$ cat config.mk
export PLATFORM = sky130hd
export DESIGN_NAME = pe_os_mac
export DESIGN_NICKNAME = d
export VERILOG_FILES = /design/src/rtl/pe_pkg.sv /design/src/rtl/pe_os_mac_sat_mac.sv /design/src/rtl/pe_os_mac.sv
export SDC_FILE = /design/constraint.sdc
export NUM_CORES = 1
export LEC_CHECK = 0
export CORE_UTILIZATION = 45
export CTS_CLUSTER_SIZE = 28
export DETAILED_ROUTE_END_ITERATION = 7
export PLACE_DENSITY_LB_ADDON = 0.15
export SYNTH_ARGS = -nofsm -noshare
export SYNTH_HDL_FRONTEND = slang
export SYNTH_HIERARCHICAL = 1
export SYNTH_SLANG_ARGS = --single-unit
$ cat constraint.sdc
create_clock -name i_clock -period 4.9 [get_ports i_clock]
set_clock_uncertainty 0.1 [all_clocks]
set_input_delay 0.735 -clock i_clock [delete_from_list [all_inputs] [get_ports i_clock]]
set_output_delay 0.735 -clock i_clock [all_outputs]
set_load 0.01 [all_outputs]
$ cat src/rtl/pe_pkg.sv
// Shared types and helpers for the output-stationary MAC processing element.
package pe_pkg;

  typedef enum logic {
    ACCUM = 1'b0,
    HOLD  = 1'b1
  } state_t;

  localparam int unsigned SA_W = 65;

  function automatic int unsigned acc_w_def(
    input int unsigned bw
  );
    return 2 * bw + 8;
  endfunction

  // Operands arrive extended to SA_W bits; w must stay below SA_W-1.
  // Returns {sat, clamped sum} with the sum in the low w bits.
  function automatic logic [SA_W-1:0] sat_add(
    input logic signed [SA_W-1:0] a,
    input logic signed [SA_W-1:0] b,
    input int unsigned            w,
    input bit                     sgn
  );
    logic signed [SA_W-1:0] s;
    logic signed [SA_W-1:0] mx;
    logic signed [SA_W-1:0] mn;
    logic                   sat;
    s   = a + b;
    mx  = sgn ? (65'sd1 <<< (w - 1)) - 65'sd1
              : (65'sd1 <<< w) - 65'sd1;
    mn  = sgn ? -(65'sd1 <<< (w - 1)) : 65'sd0;
    sat = 1'b0;
    if (s > mx) begin
      s   = mx;
      sat = 1'b1;
    end else if (s < mn) begin
      s   = mn;
      sat = 1'b1;
    end
    return {sat, s[SA_W-2:0]};
  endfunction

endpackage

$ cat src/rtl/pe_os_mac_sat_mac.sv
// Combinational multiply, extend and saturating accumulate.
module pe_sat_mac
  import pe_pkg::*;
#(
  parameter int unsigned BW     = 8,
  parameter int unsigned ACC_W  = 24,
  parameter bit          SIGNED = 1'b1
) (
  input  logic [BW-1:0]    act,
  input  logic [BW-1:0]    wgt,
  input  logic [ACC_W-1:0] acc,
  output logic [ACC_W-1:0] sum,
  output logic             sat
);

  logic signed [2*BW-1:0] ax;
  logic signed [2*BW-1:0] wx;
  logic signed [2*BW-1:0] prod;
  logic signed [SA_W-1:0] p_ext;
  logic signed [SA_W-1:0] a_ext;
  logic [SA_W-1:0]        r;
  logic                   unused_hi;

  always_comb begin
    ax = {{BW{SIGNED & act[BW-1]}}, act};
    wx = {{BW{SIGNED & wgt[BW-1]}}, wgt};
    // Low 2*BW bits of the extended product are exact.
    prod  = ax * wx;
    p_ext = {{(SA_W-2*BW){SIGNED & prod[2*BW-1]}}, prod};
    a_ext = {{(SA_W-ACC_W){SIGNED & acc[ACC_W-1]}}, acc};
    r     = sat_add(p_ext, a_ext, ACC_W, SIGNED);
  end

  assign sum       = r[ACC_W-1:0];
  assign sat       = r[SA_W-1];
  assign unused_hi = ^r[SA_W-2:ACC_W];

endmodule

$ cat src/rtl/pe_os_mac.sv
// Output-stationary MAC PE: operand forwarding, saturating
// accumulate and a one-deep result register.
module pe_os_mac
  import pe_pkg::*;
#(
  parameter int unsigned BW     = 8,
  parameter int unsigned ACC_W  = acc_w_def(BW),
  parameter bit          SIGNED = 1'b1,
  parameter int unsigned CNT_W  = 16
) (
  input  logic             i_clock,
  input  logic             i_reset,
  input  logic             i_valid,
  input  logic             i_last,
  input  logic [BW-1:0]    i_activation,
  input  logic [BW-1:0]    i_weight,
  output logic             o_ready,
  output logic [BW-1:0]    o_activation,
  output logic [BW-1:0]    o_weight,
  output logic             o_fwd_valid,
  output logic [ACC_W-1:0] o_result,
  output logic [CNT_W-1:0] o_result_count,
  output logic             o_result_sat,
  output logic             o_result_valid,
  input  logic             i_result_ready
);

  state_t           state;
  state_t           state_nxt;
  logic [ACC_W-1:0] acc;
  logic [ACC_W-1:0] sum;
  logic [CNT_W-1:0] cnt;
  logic [CNT_W-1:0] cnt_inc;
  logic             sat_r;
  logic             sat_f;
  logic             sat_inc;
  logic             beat;
  logic             drain;
  logic             upd;
  logic             load;
  logic             load_acc;
  logic             clr;

  pe_sat_mac #(
    .BW    (BW),
    .ACC_W (ACC_W),
    .SIGNED(SIGNED)
  ) u_mac (
    .act(i_activation),
    .wgt(i_weight),
    .acc(acc),
    .sum(sum),
    .sat(sat_f)
  );

  assign o_ready = (state == ACCUM);
  assign beat    = i_valid && o_ready;
  assign drain   = o_result_valid && i_result_ready;
  assign cnt_inc = (&cnt) ? cnt : cnt + 1'b1;
  assign sat_inc = sat_r | sat_f;

  always_ff @(posedge i_clock or posedge i_reset) begin
    if (i_reset) state <= ACCUM;
    else         state <= state_nxt;
  end

  always_comb begin
    state_nxt = state;
    upd       = 1'b0;
    load      = 1'b0;
    load_acc  = 1'b0;
    clr       = 1'b0;
    unique case (state)
      ACCUM: begin
        if (beat) begin
          if (!i_last) begin
            upd = 1'b1;
          end else if (!o_result_valid || drain) begin
            load = 1'b1;
            clr  = 1'b1;
          end else begin
            upd       = 1'b1;
            state_nxt = HOLD;
          end
        end
      end
      HOLD: begin
        if (drain) begin
          load      = 1'b1;
          load_acc  = 1'b1;
          clr       = 1'b1;
          state_nxt = ACCUM;
        end
      end
      default: state_nxt = ACCUM;
    endcase
  end

  always_ff @(posedge i_clock or posedge i_reset) begin
    if (i_reset) begin
      acc            <= '0;
      cnt            <= '0;
      sat_r          <= 1'b0;
      o_result       <= '0;
      o_result_count <= '0;
      o_result_sat   <= 1'b0;
      o_result_valid <= 1'b0;
    end else begin
      if (clr) begin
        acc   <= '0;
        cnt   <= '0;
        sat_r <= 1'b0;
      end else if (upd) begin
        acc   <= sum;
        cnt   <= cnt_inc;
        sat_r <= sat_inc;
      end
      // A held result comes from the accumulator, a fresh one from the adder.
      if (load) begin
        o_result       <= load_acc ? acc : sum;
        o_result_count <= load_acc ? cnt : cnt_inc;
        o_result_sat   <= load_acc ? sat_r : sat_inc;
        o_result_valid <= 1'b1;
      end else if (drain) begin
        o_result_valid <= 1'b0;
      end
    end
  end

  always_ff @(posedge i_clock or posedge i_reset) begin
    if (i_reset) begin
      o_activation <= '0;
      o_weight     <= '0;
      o_fwd_valid  <= 1'b0;
    end else begin
      o_fwd_valid <= beat;
      if (beat) begin
        o_activation <= i_activation;
        o_weight     <= i_weight;
      end
    end
  end

endmodule

==> metrics.txt <==
Post-Syn Area per Cell=9.266 µm²; initial antenna violation count=0; RSZ-0062 raised after global routing=yes; Via Count=just under 8,000; CTS max path bufs=2; gr ovfl total=0; Synth Cell Area=around 9200 µm²; post-route insts no fill=1,474; Worst Path Buf+Inv=9; Crit Path Max Fanout=7; asr flop ratio synth=between 90% and 100%; final worst-path cycle share=114.6%; number of failing hold endpoints at the final stage=0; CORE AREA=about 20,000 µm²; MaxCap Viol Count=0; WP data required=slightly above 5 ns; CP max stage cell=fa_1; status=finished with violations; DP Cell Count=1,417; Net Count, Synth=roughly 1,200; layout cells sized above 1=roughly 29%; antenna cells=0; crit end category=register; initial DRC count=roughly 320; HPWL Detailed=between 15 and 20 mm; Die Ht=between 100 and 150 µm; Die Width=about 140 µm; Die Footprint=about 21,000 µm²; clock slew at reported path FFs=about 0.08 ns; Worst Setup Path Type=input port to register; Seq cells post-synth=101; area grow syn2layout=38.61%; Yosys cell types=75; sequential-to-total area share from yosys stat=27.55%; CP startpoint kind=input port; actual slew at the worst max-slew pin=roughly 1.1 ns; Synth Instances=just under 1,000; Worst-Skew Late Latency=about 0.35 ns; Setup violations, final=50; vias in the first global route=slightly above 8,000; # IOs=approximately 80; row count=roughly 50; routed length on met3=between 1 and 1.5 mm; failing checks=setup timing; relative slew slack=23.48%; min-delay worst type=register to register; Antenna Violating Nets Remaining=0; met2 wire len=12.67 mm; H-tree Lvls=3; DRC Markers=0; crit-path cells=buf_8 -> buf_6 -> and2_4 -> buf_12 -> buf_12 -> buf_4 -> fa_1 -> fa_1 -> fa_1 -> fa_1 -> ha_4 -> ha_4 -> buf_4 -> nand4_1 -> o221ai_2 -> buf_4 -> o21ai_4 -> buf_12 -> a21oi_4 -> clkbuf_16 -> a21oi_2 -> o22ai_1 -> nor2_1; wl on met1=approximately 11 mm; arrival time worst endpoint=between 5 and 6 ns; CP dominant cell by count=fa_1; Via-to-Cell Ratio=between 5 and 6; maximum clock rate=between 150 and 200 MHz; YS warnings=6; # clock sinks=slightly above 100; clock root buffer=clkbuf_16; hold buffers post-CTS=0; drt pass-1 iters=5; final worst slack=-0.7131 ns; Max Slew Vio Count=0; Max Used Layer=met4; layout net count=between 1,000 and 1,500; CTS Buf Count=9; top_reg_cell synth=dfrtp_1; PortBufs=80; Area contributors post-synth=dfrtp_1 (28%), fa_1 (24%), ha_1 (7.8%), nand2_1 (6.3%), inv_1 (4.7%); Final Critical Period=5.613 ns; wire per inst=17.51 µm; EDFF count, synth=0; largest area contributor in the netlist=dfrtp_1; Initial Utilization=46.53%; DRT Wirelength=25.81 mm; most numerous cell in the Yosys netlist=nand2_1; Layout fillers=about 1,600; CP delay by family, top=adder cells; first-pass GRT wire length=41.97 mm; max incr delay on CP=just under 0.6 ns; post-synth top area share=roughly 28%; Post-synth top cells=nand2_1 (155), inv_1 (114), fa_1 (108); CTS tree=done; gr usage total=between 20% and 30%; largest net degree at the start of global routing=60; RePlAce Congestion=~0.86
[state kept, by name, indices dropped and copies added, names as in the netlist]
| name | cells |
|---|---|
| state | 1 |
| o_result | 24 |
| sat_r | 1 |
| o_fwd_valid | 1 |
| o_result_sat | 1 |
| cnt | 16 |
| o_weight | 8 |
| o_activation | 8 |
| o_result_valid | 1 |
| o_result_count | 16 |
| acc | 24 |
[routing by layer]
layer  vias to the layer above  track usage (%)
met4                         0            7.701
met2                       201            43.50
met1                      3902            35.11
met5                         -                0
li1                       3726                -
met3                        35            3.685
[worst min-delay path: stages, from the launching register on]
cell and delay [ns]:
dfrtp_1 0.34, nand2_1 0.05, nand2_1 0.05
[cell families after synthesis]
group           Yosys count  synth area share (%)
simple gates            330                 16.91
compound gates          210                 14.53
fa+ha+maj               169                 31.83
buf+inv                 155                 6.765
flops                   101                 27.55
xor+xnor                 24                 2.291
mux                       1                0.1227
[through the flow]
| step | utilization [%] | setup TNS (ns) | setup slack, ns | area, µm² | hold WS, ns |
|---|---|---|---|---|---|
| 4_1_cts | 62.33 | -28.52 | -0.6248 | 12290 | 0.3798 |
| 2_1_floorplan | - | -36.88 | -0.7746 | 9263 | 0.3633 |
| 5_1_grt | 64.49 | -38.00 | -0.8086 | 12720 | 0.3998 |
| 3_5_place_dp | 56.56 | -81.31 | -1.759 | 11150 | 0.3607 |
| 6_report | 64.49 | -32.38 | -0.7131 | 12720 | 0.3736 |
| 3_3_place_gp | 56.56 | -80.83 | -1.770 | 11150 | 0.3588 |
[final cells by class]
| type | count | area (µm²) | share of cell area, % |
|---|---|---|---|
| Timing Repair Buffer | 241 | 2212 | 17.40 |
| Multi-Input combinational cell | 737 | 6918 | 54.40 |
| Clock inverter | 7 | 66.31 | 0.5215 |
| Clock buffer | 9 | 225.2 | 1.771 |
| Inverter | 114 | 435.4 | 3.424 |
| Tap cell | 265 | 331.6 | 2.608 |
| Sequential cell | 101 | 2527 | 19.88 |
[layout by cell type (no fill, tap or decap), types with 6 or more instances in the layout]
cell type | synthesis | final
dfrtp_1 | 101 | 101
o21ai_4 | 0 | 13
buf_6 | 2 | 26
o21ai_0 | 62 | 25
o21ai_2 | 1 | 8
o21ai_1 | 8 | 25
buf_4 | 2 | 125
inv_2 | 0 | 7
clkbuf_16 | 0 | 10
clkdlybuf4s50_1 | 0 | 64
nor2_1 | 70 | 67
and2_1 | 34 | 30
o22ai_2 | 0 | 10
inv_1 | 114 | 104
xnor2_1 | 17 | 16
a21o_1 | 7 | 7
fa_1 | 108 | 95
buf_12 | 0 | 9
ha_1 | 57 | 29
nand3_1 | 10 | 10
xor2_1 | 7 | 7
nor2b_1 | 8 | 7
ha_4 | 0 | 26
a21oi_1 | 49 | 35
a31oi_1 | 11 | 11
buf_2 | 10 | 6
nor3_1 | 9 | 8
nand4_1 | 12 | 12
fa_2 | 0 | 13
nand2_2 | 0 | 6
a21oi_2 | 1 | 12
o22ai_1 | 24 | 14
nand2_1 | 155 | 147
[timing repair]
action | CTS | global route
endpoints found under the setup margin | 50 | 50
hold endpoints to repair | 0 | 0
gates resized for setup | 194 | 73
cloned | 3 | 1
pin swaps | 79 | 78
buffers inserted | 27 | 10
[path summary, 6_finish.rpt]
check	startpoint	slack, ns	cells past startpoint	end
min in group asynchronous	i_reset	0.77	2	o_activation[1]
min reg2reg	o_activation[7]	0.37	2	o_activation[7]
max in group asynchronous	i_reset	3.07	3	cnt[14]
max reg2reg	acc[7]	-0.41	18	o_result[17]
max	i_activation[7]	-0.71	23	o_result[17]
min	o_activation[7]	0.37	2	o_activation[7]
Power is left out: the tool's default activity adds up to more than one toggle a clock period on the data nets, which glitch-free logic cannot reach.
